===== src/rtl/sbus_frame_tx.sv =====
// SBUS frame transmitter: 16 x 11-bit channels plus flags sent as a periodic 25-byte 8E2 frame.
// Optional macro SBUS_INVERT_EN selects native inverted wire polarity (idle wire low).
module sbus_frame_tx #(
    parameter int unsigned CLK_HZ          = 50_000_000,
    parameter int unsigned BAUD            = 100_000,
    parameter int unsigned FRAME_PERIOD_US = 14000
) (
    input  logic         clk,
    input  logic         rst,
    input  logic         en,
    input  logic [175:0] ch_data,
    input  logic [3:0]   flags_in,
    output logic         tx_out,
    output logic         busy,
    output logic         frame_done
);

    localparam int unsigned BIT_DIV    = CLK_HZ / BAUD;
    localparam int unsigned PERIOD_CYC = CLK_HZ / 1_000_000 * FRAME_PERIOD_US;
    localparam int          CNT_W      = (BIT_DIV > 1) ? $clog2(BIT_DIV) : 1;
    localparam int          TMR_W      = (PERIOD_CYC > 1) ? $clog2(PERIOD_CYC) : 1;
    localparam logic [CNT_W-1:0] BIT_LAST = CNT_W'(BIT_DIV - 1);
    localparam logic [TMR_W-1:0] TMR_LAST = TMR_W'(PERIOD_CYC - 1);

`ifdef SBUS_INVERT_EN
    localparam logic WIRE_INV = 1'b1;
`else
    localparam logic WIRE_INV = 1'b0;
`endif

    typedef enum logic [2:0] {
        S_IDLE, S_START, S_DATA, S_PARITY, S_STOP1, S_STOP2
    } state_t;

    state_t           state, state_nxt;
    logic [CNT_W-1:0] bit_cnt, bit_cnt_nxt;
    logic [2:0]       bit_idx, bit_idx_nxt;
    logic [4:0]       byte_idx, byte_idx_nxt;
    logic [199:0]     frame_reg;
    logic [7:0]       cur_byte;
    logic [TMR_W-1:0] timer;
    logic             en_q, pending, line_nxt;
    logic             bit_end, last_bit, byte_end, period_hit, true_wrap, start_now;

    assign bit_end    = (bit_cnt == BIT_LAST);
    assign byte_end   = (state == S_STOP2) && bit_end;
    assign last_bit   = byte_end && (byte_idx == 5'd24);
    assign period_hit = en && (timer == '0);
    // en_q separates a real wrap from the timer merely sitting at 0 after en rises
    assign true_wrap  = period_hit && en_q;
    assign start_now  = ((state == S_IDLE) && period_hit) ||
                        (last_bit && en && (pending || true_wrap));
    assign busy       = (state != S_IDLE);
    assign frame_done = last_bit;
    assign cur_byte   = frame_reg[7:0];

    always_ff @(posedge clk or negedge rst) begin
        if (!rst) begin
            timer <= '0;
            en_q  <= 1'b0;
        end else begin
            en_q <= en;
            if (!en || timer == TMR_LAST) timer <= '0;
            else                          timer <= timer + 1'b1;
        end
    end

    // A wrap that lands mid-frame is remembered and served right after frame_done
    always_ff @(posedge clk or negedge rst) begin
        if (!rst)                           pending <= 1'b0;
        else if (!en || start_now || !busy) pending <= 1'b0;
        else if (true_wrap)                 pending <= 1'b1;
    end

    always_ff @(posedge clk or negedge rst) begin
        if (!rst)          frame_reg <= '0;
        else if (start_now) frame_reg <= {8'h00, 4'h0, flags_in, ch_data, 8'h0F};
        else if (byte_end)  frame_reg <= {8'h00, frame_reg[199:8]};
    end

    always_ff @(posedge clk or negedge rst) begin
        if (!rst) begin
            state    <= S_IDLE;
            bit_cnt  <= '0;
            bit_idx  <= '0;
            byte_idx <= '0;
            tx_out   <= ~WIRE_INV;
        end else begin
            state    <= state_nxt;
            bit_cnt  <= bit_cnt_nxt;
            bit_idx  <= bit_idx_nxt;
            byte_idx <= byte_idx_nxt;
            tx_out   <= line_nxt ^ WIRE_INV;
        end
    end

    always_comb begin
        state_nxt    = state;
        bit_cnt_nxt  = bit_end ? '0 : bit_cnt + 1'b1;
        bit_idx_nxt  = bit_idx;
        byte_idx_nxt = byte_idx;
        case (state)
            S_IDLE: begin
                bit_cnt_nxt = '0;
                if (start_now) begin
                    state_nxt    = S_START;
                    byte_idx_nxt = 5'd0;
                end
            end
            S_START: if (bit_end) begin
                state_nxt   = S_DATA;
                bit_idx_nxt = 3'd0;
            end
            S_DATA: if (bit_end) begin
                if (bit_idx == 3'd7) state_nxt   = S_PARITY;
                else                 bit_idx_nxt = bit_idx + 3'd1;
            end
            S_PARITY: if (bit_end) state_nxt = S_STOP1;
            S_STOP1:  if (bit_end) state_nxt = S_STOP2;
            S_STOP2: if (bit_end) begin
                if (byte_idx != 5'd24) begin
                    state_nxt    = S_START;
                    byte_idx_nxt = byte_idx + 5'd1;
                end else if (start_now) begin
                    state_nxt    = S_START;
                    byte_idx_nxt = 5'd0;
                end else begin
                    state_nxt    = S_IDLE;
                end
            end
            default: state_nxt = S_IDLE;
        endcase
    end

    // The line level follows the next state so tx_out is a pure register
    always_comb begin
        line_nxt = 1'b1;
        case (state_nxt)
            S_START:  line_nxt = 1'b0;
            S_DATA:   line_nxt = cur_byte[bit_idx_nxt];
            S_PARITY: line_nxt = ^cur_byte;
            default:  line_nxt = 1'b1;
        endcase
    end

endmodule

===== config.mk =====
export PLATFORM = sky130hd
export DESIGN_NAME = sbus_frame_tx
export DESIGN_NICKNAME = d
export VERILOG_FILES = /design/src/rtl/sbus_frame_tx.sv
export SDC_FILE = /design/constraint.sdc
export NUM_CORES = 1
export LEC_CHECK = 0
export CAP_MARGIN = 20
export CORE_MARGIN = 4
export CORE_UTILIZATION = 54
export DETAILED_ROUTE_END_ITERATION = 8
export GPL_ROUTABILITY_DRIVEN = 0
export GPL_TIMING_DRIVEN = 0
export MAX_ROUTING_LAYER = met4
export PLACE_DENSITY = 0.77
export SLEW_MARGIN = 20
export SYNTH_ARGS = -nofsm -noshare
export SYNTH_HDL_FRONTEND = slang
export SYNTH_SLANG_ARGS = --single-unit

===== constraint.sdc =====
create_clock -name clk -period 2.48 [get_ports clk]
set_input_delay 0.372 -clock clk [delete_from_list [all_inputs] [get_ports clk]]
set_output_delay 0.372 -clock clk [all_outputs]
set_load 0.05 [all_outputs]

After elaboration in Yosys (flattened, before gate mapping)
Index checks and enable logic that the tools add are counted.

storage, ports and cells
  output and inout port bits = 3
  logic and storage cells = 78
  register bits = 243
  bits of input ports = 183

operators by class
  eq/ne operators = 14
  reduce and logical (&&, ||, !) cells = 22
  mux-type cells = 28
  $add $sub $neg = 4
  $lt $le $gt $ge = 1

operator list
  cell                   number
  $mux 200               2
  $mux 3                 10
  $add 20x1->20 const B  1
  $eq 20x20->1 const B   1
  $logic_not 20->1       1
  $mux 20                1
  $mux 9                 2
  $pmux 3 s6             1
  $mux 5                 3
  $eq 3x2->1 const B     4
  $pmux 5 s2             1
  $add 9x1->9 const B    1
  $eq 3x3->1 const B     3
  $eq 9x9->1 const B     1
  $reduce_xor 8->1       1
  $logic_and 1x1->1      7
  $eq 3x1->1 const B     2
  $pmux 3 s2             1
  $reduce_bool 2->1      3
  $add 5x1->5 const B    1
  $eq 5x5->1 const B     1
  $logic_or 1x1->1       5
  $mux 1                 5
  $ne 5x5->1 const B     1
  other kinds (9)        10

Depth between registers and ports, before layout
  word-level depth = 12
  gate-level depth with buffers = 11
  mapped depth without buffers = 8

Worst setup path after synthesis
No wires, ideal clock.

  path kind = reg2reg
  from = reg bit_cnt[0]
  to = reg byte_idx[4]
  arrival time = 2.469 ns
  cell stages (with the launch flop) = 9
  clock period less this slack = 2.605 ns
  data required time = 2.344 ns
  setup slack = -0.125 ns
  path buffers = 1
  setup time = 0.136 ns
  path through = dfrtp_1 ha_1 and4bb_1 nand4_1 buf_2 nor2_1 a31oi_1 a21oi_1 o21ai_0

on the way
  word-level cells in the longest chain between the ends = 10
  elaborated cells on any way between the ends = 12
  those cells by class = eq/ne: 2; mux: 4; reduce/logical: 6

ends and longest elaborated chain
  item                              line  source
  from (decl)                       36    logic [CNT_W-1:0] bit_cnt, bit_cnt_nxt;
  from (signal assigned)            90    bit_cnt <= bit_cnt_nxt;
  $eq 9x9->1 *                      45    assign bit_end = (bit_cnt == BIT_LAST);
  $logic_and 1x1->1 *               46    assign byte_end = (state == S_STOP2) && bit_end;
  $logic_and 1x1->1 *               47    assign last_bit = byte_end && (byte_idx == 5'd24);
  named net frame_done              15    output logic frame_done
  $logic_and 1x1->1 * (2 in a row)  52    (last_bit && en && (pending || true_wrap));
  $logic_or 1x1->1 *                51    assign start_now = ((state == S_IDLE) && period_hit) ||
  $mux 5 *                          -
  $mux 5 (2 in a row)               -
  $pmux 5 s2 *                      -
  to (signal assigned)              92    byte_idx <= byte_idx_nxt;
  to (decl)                         38    logic [4:0] byte_idx, byte_idx_nxt;

Mark *: on every way through the listed nets, which the timed path passes. The rest lies on a longest branch. The select of a mux whose other input is x is not followed.
A chain may end at the register's enable or synchronous reset.

Worst setup path in the final report
  from = reg timer[2]
  to = reg frame_reg[99]

on the way
  word-level cells in the longest chain between the ends = 7
  elaborated cells on any way between the ends = 9
  those cells by class = mux: 1; reduce/logical: 8

ends and longest elaborated chain
  item                                           line  source
  from (decl)                                    41    logic [TMR_W-1:0] timer;
  from (signal assigned)                         64    else timer <= timer + 1'b1;
  $logic_not 20->1 *                             48    assign period_hit = en && (timer == '0);
  $logic_and 1x1->1 *                            48
  $logic_and 1x1->1                              50    assign true_wrap = period_hit && en_q;
  $logic_or 1x1->1                               52
  $logic_and 1x1->1                              52
  $logic_or 1x1->1 *                             51
  $mux 200 or $reduce_bool 2->1 (tied branches)  -
  to (signal assigned)                           77    else if (start_now) frame_reg <= {8'h00, 4'h0, flags_in, ch_data, 8'h0F};
  to (signal assigned)                           78    else if (byte_end) frame_reg <= {8'h00, frame_reg[199:8]};
  to (decl)                                      39    logic [199:0] frame_reg;

Every way passes the cells marked *; elsewhere a longest branch is shown, timed or not.

==> impl_metrics.yaml <==
clocking:
  cts_num_sinks: 231
  cts_tree: "built"
  clk_latency_ns: 0.52
  numCtsBuffers: 25
  cts_root_buf: "clkbuf_16"
  clk_pin_slew_ns: 0.06
  htreeDepth: 1
  clockBufferDepth: 3
hold_path:
  hold_path_end: "frame_reg[109]$_DFFE_PN0P_"
  hold_depth: 3
  hp-class: "in2reg"
  hold_start: "ch_data[101]"
yosys:
  syn_avg_cell_area_um2: 10.1
  synth-seq-cells: 231
  synth_top_cell_by_area: "dfrtp_1"
  yosysTopAreaCellShare_pct: 52.1
  yosysWarnings: 0
  synth.distinct_cells: 49
  synth_area_leaders: "dfrtp_1 52%, mux2i_1 16%, nand2_1 7.5%"
  synth_cells: 1097
  seq_area_frac_synth_pct: 52.3
  netlist_area_um2: 11000
  synth_nets: 1286
setup_path:
  worstRegToRegCells: 7
  r2r-start: "timer[2]$_DFF_PN0_"
  crit_type: "reg2reg"
  critPathLaunchType: "register"
  r2r-end: "frame_reg[99]$_DFFE_PN0P_"
  arrival_ns: 2.84
  cp_max_fo: 10
  end_kind: "register"
  rrSetupSlack_ns: 0.03
  cp_data_required_time_ns: 2.87
routing:
  routed_wl_um: 27800
  vias_per_cell: 5.41
  dr.pass1.iters: 5
  drc: 0
  drt-initial-drc-count: 390
  vias: 8705
  ant_nets: 0
  drt-wirelength-per-cell_um: 17.3
global_routing:
  grt_max_degree: 91
  first_global_vias: 8959
  grtUsageTotal_pct: 24.9
  grt_overflow: 0
  antenna_found_initial: 1
  grt_pass1_wl_um: 44500
timing:
  fin_ws_ns: 0.0334
  worst_clock_skew_ns: 0.00823
  setup_viol: 0
  maxSlewHeadroom_pct: 49.6
  maxSlewViolCount: 0
  fin_crit_sh_pct: 98.7
  rsz0062_at_grt: "true"
  period_needed_ns: 2.45
  tightest_slew_ns: 0.757
  final_hold_viol_count: 0
  max_freq_ghz: 0.409
place:
  dp_slack_ns: -0.466
  dp_hpwl_um: 20100
  placed_cells: 1554
  portBuffers: 185
  dpl_cell_area_um2: 13300
final_layout:
  drive_above_1_share_pct: 9.94
  nFillCells: 1520
  area_growth_pct: 30.9
  layout.cells.non_filler: 1609
  finalInstanceArea_um2: 14500
  largest_register_ffs: 188
  fin_util_pct: 71.7
  nets: 1508
power_and_ir_drop:
  power_leakage_nw: 6.33
  peakVddDrop_v: 0.000432
  power_density_nw_per_um2: 568
status:
  status: "finished clean"
die:
  die_x_um: 151
  die_h_um: 151
  rows: 52
  die-area_um2: 22800
  start_util_pct: 54.8
  ios: 186
  core_area_um2: 20200
job:
  max_cap_viol_count: 0
==> synth_stat cells, drive strengths merged <==
master	count
dfrtp	230
nand2	220
o21ai	189
mux2i	174
nor2	42
buf	40
clkbuf	31
nand3	25
xnor2	18
xor2	16
inv	15
a21oi	11
nand4	9
and3	7
nor3	7
ha	6
a31oi	5
and2	5
nor2b	5
nor4	5
o31ai	4
o41ai	4
a21o	3
nand2b	3
a211oi	2
and4	2
mux2	2
nand4b	2
o311ai	2
a211o	1
a221oi	1
a22o	1
a32oi	1
a41o	1
a41oi	1
and3b	1
and4bb	1
dfstp	1
nand4bb	1
o22ai	1
o311a	1
or3	1
==> per-layer routing <==
metal / vias up / GRT usage [%] / routed length [µm] / share of wire, %
met1: 4191 / 33.7 / 12300 / 44
met4: 0 / 6.53 / 603 / 2.2
met3: 45 / 3.47 / 1350 / 4.8
met5: - / - / 0 / 0
li1: 4247 / - / - / -
met2: 222 / 40.1 / 13600 / 49
==> final cells by class <==
type | count | area, µm² | share of cell area (%)
flip-flops and latches | 231 | 5780 | 40.0
multi-input cells | 780 | 4890 | 33.8
repair buffers | 199 | 2000 | 13.9
clock buffers | 32 | 682 | 4.72
plain buffers | 67 | 487 | 3.37
well taps | 270 | 338 | 2.34
clock inverters | 14 | 216 | 1.50
inverters | 15 | 56.3 | 0.389
diodes | 1 | 2.50 | 0.0173
==> report_power, final <==
group	internal (W)	total (W)	switching [W]
Sequential	0.00377	0.00378	0.00000800
Combinational	0.000280	0.000427	0.000146
Clock	0.00248	0.00401	0.00153
==> cells in the final DEF (no fill, tap or decap), drive strengths merged, types with 2 or more instances in the layout <==
master,count
ha,6
nor4,5
clkbuf,66
nand4b,2
o31ai,4
nor3,7
nand4,9
and3,7
clkinv,7
inv,16
dfrtp,230
nor2b,5
a21oi,11
o21ai,189
nand3,25
and2,5
nand2b,3
a31oi,5
o311ai,2
a21o,3
clkdlybuf4s50,182
mux2i,174
xor2,16
nor2,42
mux2,2
xnor2,18
bufinv,5
o41ai,4
a211oi,2
nand2,220
and4,2
buf,48
==> through the flow <==
stage / power (W) / hold WS (ns) / TNS, ns
floorplan: 0.00388 / 0.0764 / 0
global placement: 0.00426 / 0.474 / -2050.98
detailed placement: 0.00427 / 0.440 / -67.00
CTS: 0.00828 / 0.375 / -0.203
global route: 0.00844 / 0.388 / -12.58
finish: 0.00822 / 0.392 / 0
==> logic make-up (layout without fill, tap and decap cells) <==
kind of cell             count (synthesis)  in the layout  share of synthesized area, %
AND/OR/NAND/NOR                        336            336                          13.0
adder cells (fa/ha/maj)                  6              6                         0.679
other                                    0              1                             0
AO/OA/AOI/OAI                          228            228                          11.1
multiplexers                           176            176                          16.0
buffers and inverters                   86            327                          4.21
flip-flops                             231            231                          52.3
XOR/XNOR                                34             34                          2.70
==> repair_timing <==
item / 4_1_cts / 5_1_grt
pin swaps: 4 / 7
resized for setup: 27 / 42
hold buffers: 1 / 0
buffers inserted: 5 / 6
gates cloned: 0 / 0
endpoints found under the setup margin: 191 / 189
hold endpoints to repair: 87 / 0
==> worst max-delay path: stages, from the launching register on <==
cell      delay [ns]
dfrtp_2         0.44
nor4_2          0.29
nand4b_1        0.22
o41ai_2         0.43
a41o_2          0.33
buf_2           0.24
buf_2           0.25
o21ai_1         0.11
==> how the worst max path moves through the flow <==
stage | end | start | cells after the start
global placement | frame_reg[94]$_DFFE_PN0P_ | rst | 1
finish | frame_reg[99]$_DFFE_PN0P_ | timer[2]$_DFF_PN0_ | 7
CTS | frame_done | bit_cnt[0]$_DFF_PN0_ | 6
floorplan | frame_reg[114]$_DFFE_PN0P_ | state[0]$_DFF_PN0_ | 10
global route | frame_reg[13]$_DFFE_PN0P_ | timer[2]$_DFF_PN0_ | 7
detailed placement | frame_reg[154]$_DFFE_PN0P_ | en | 9
(Power assumes the default switching activity.)
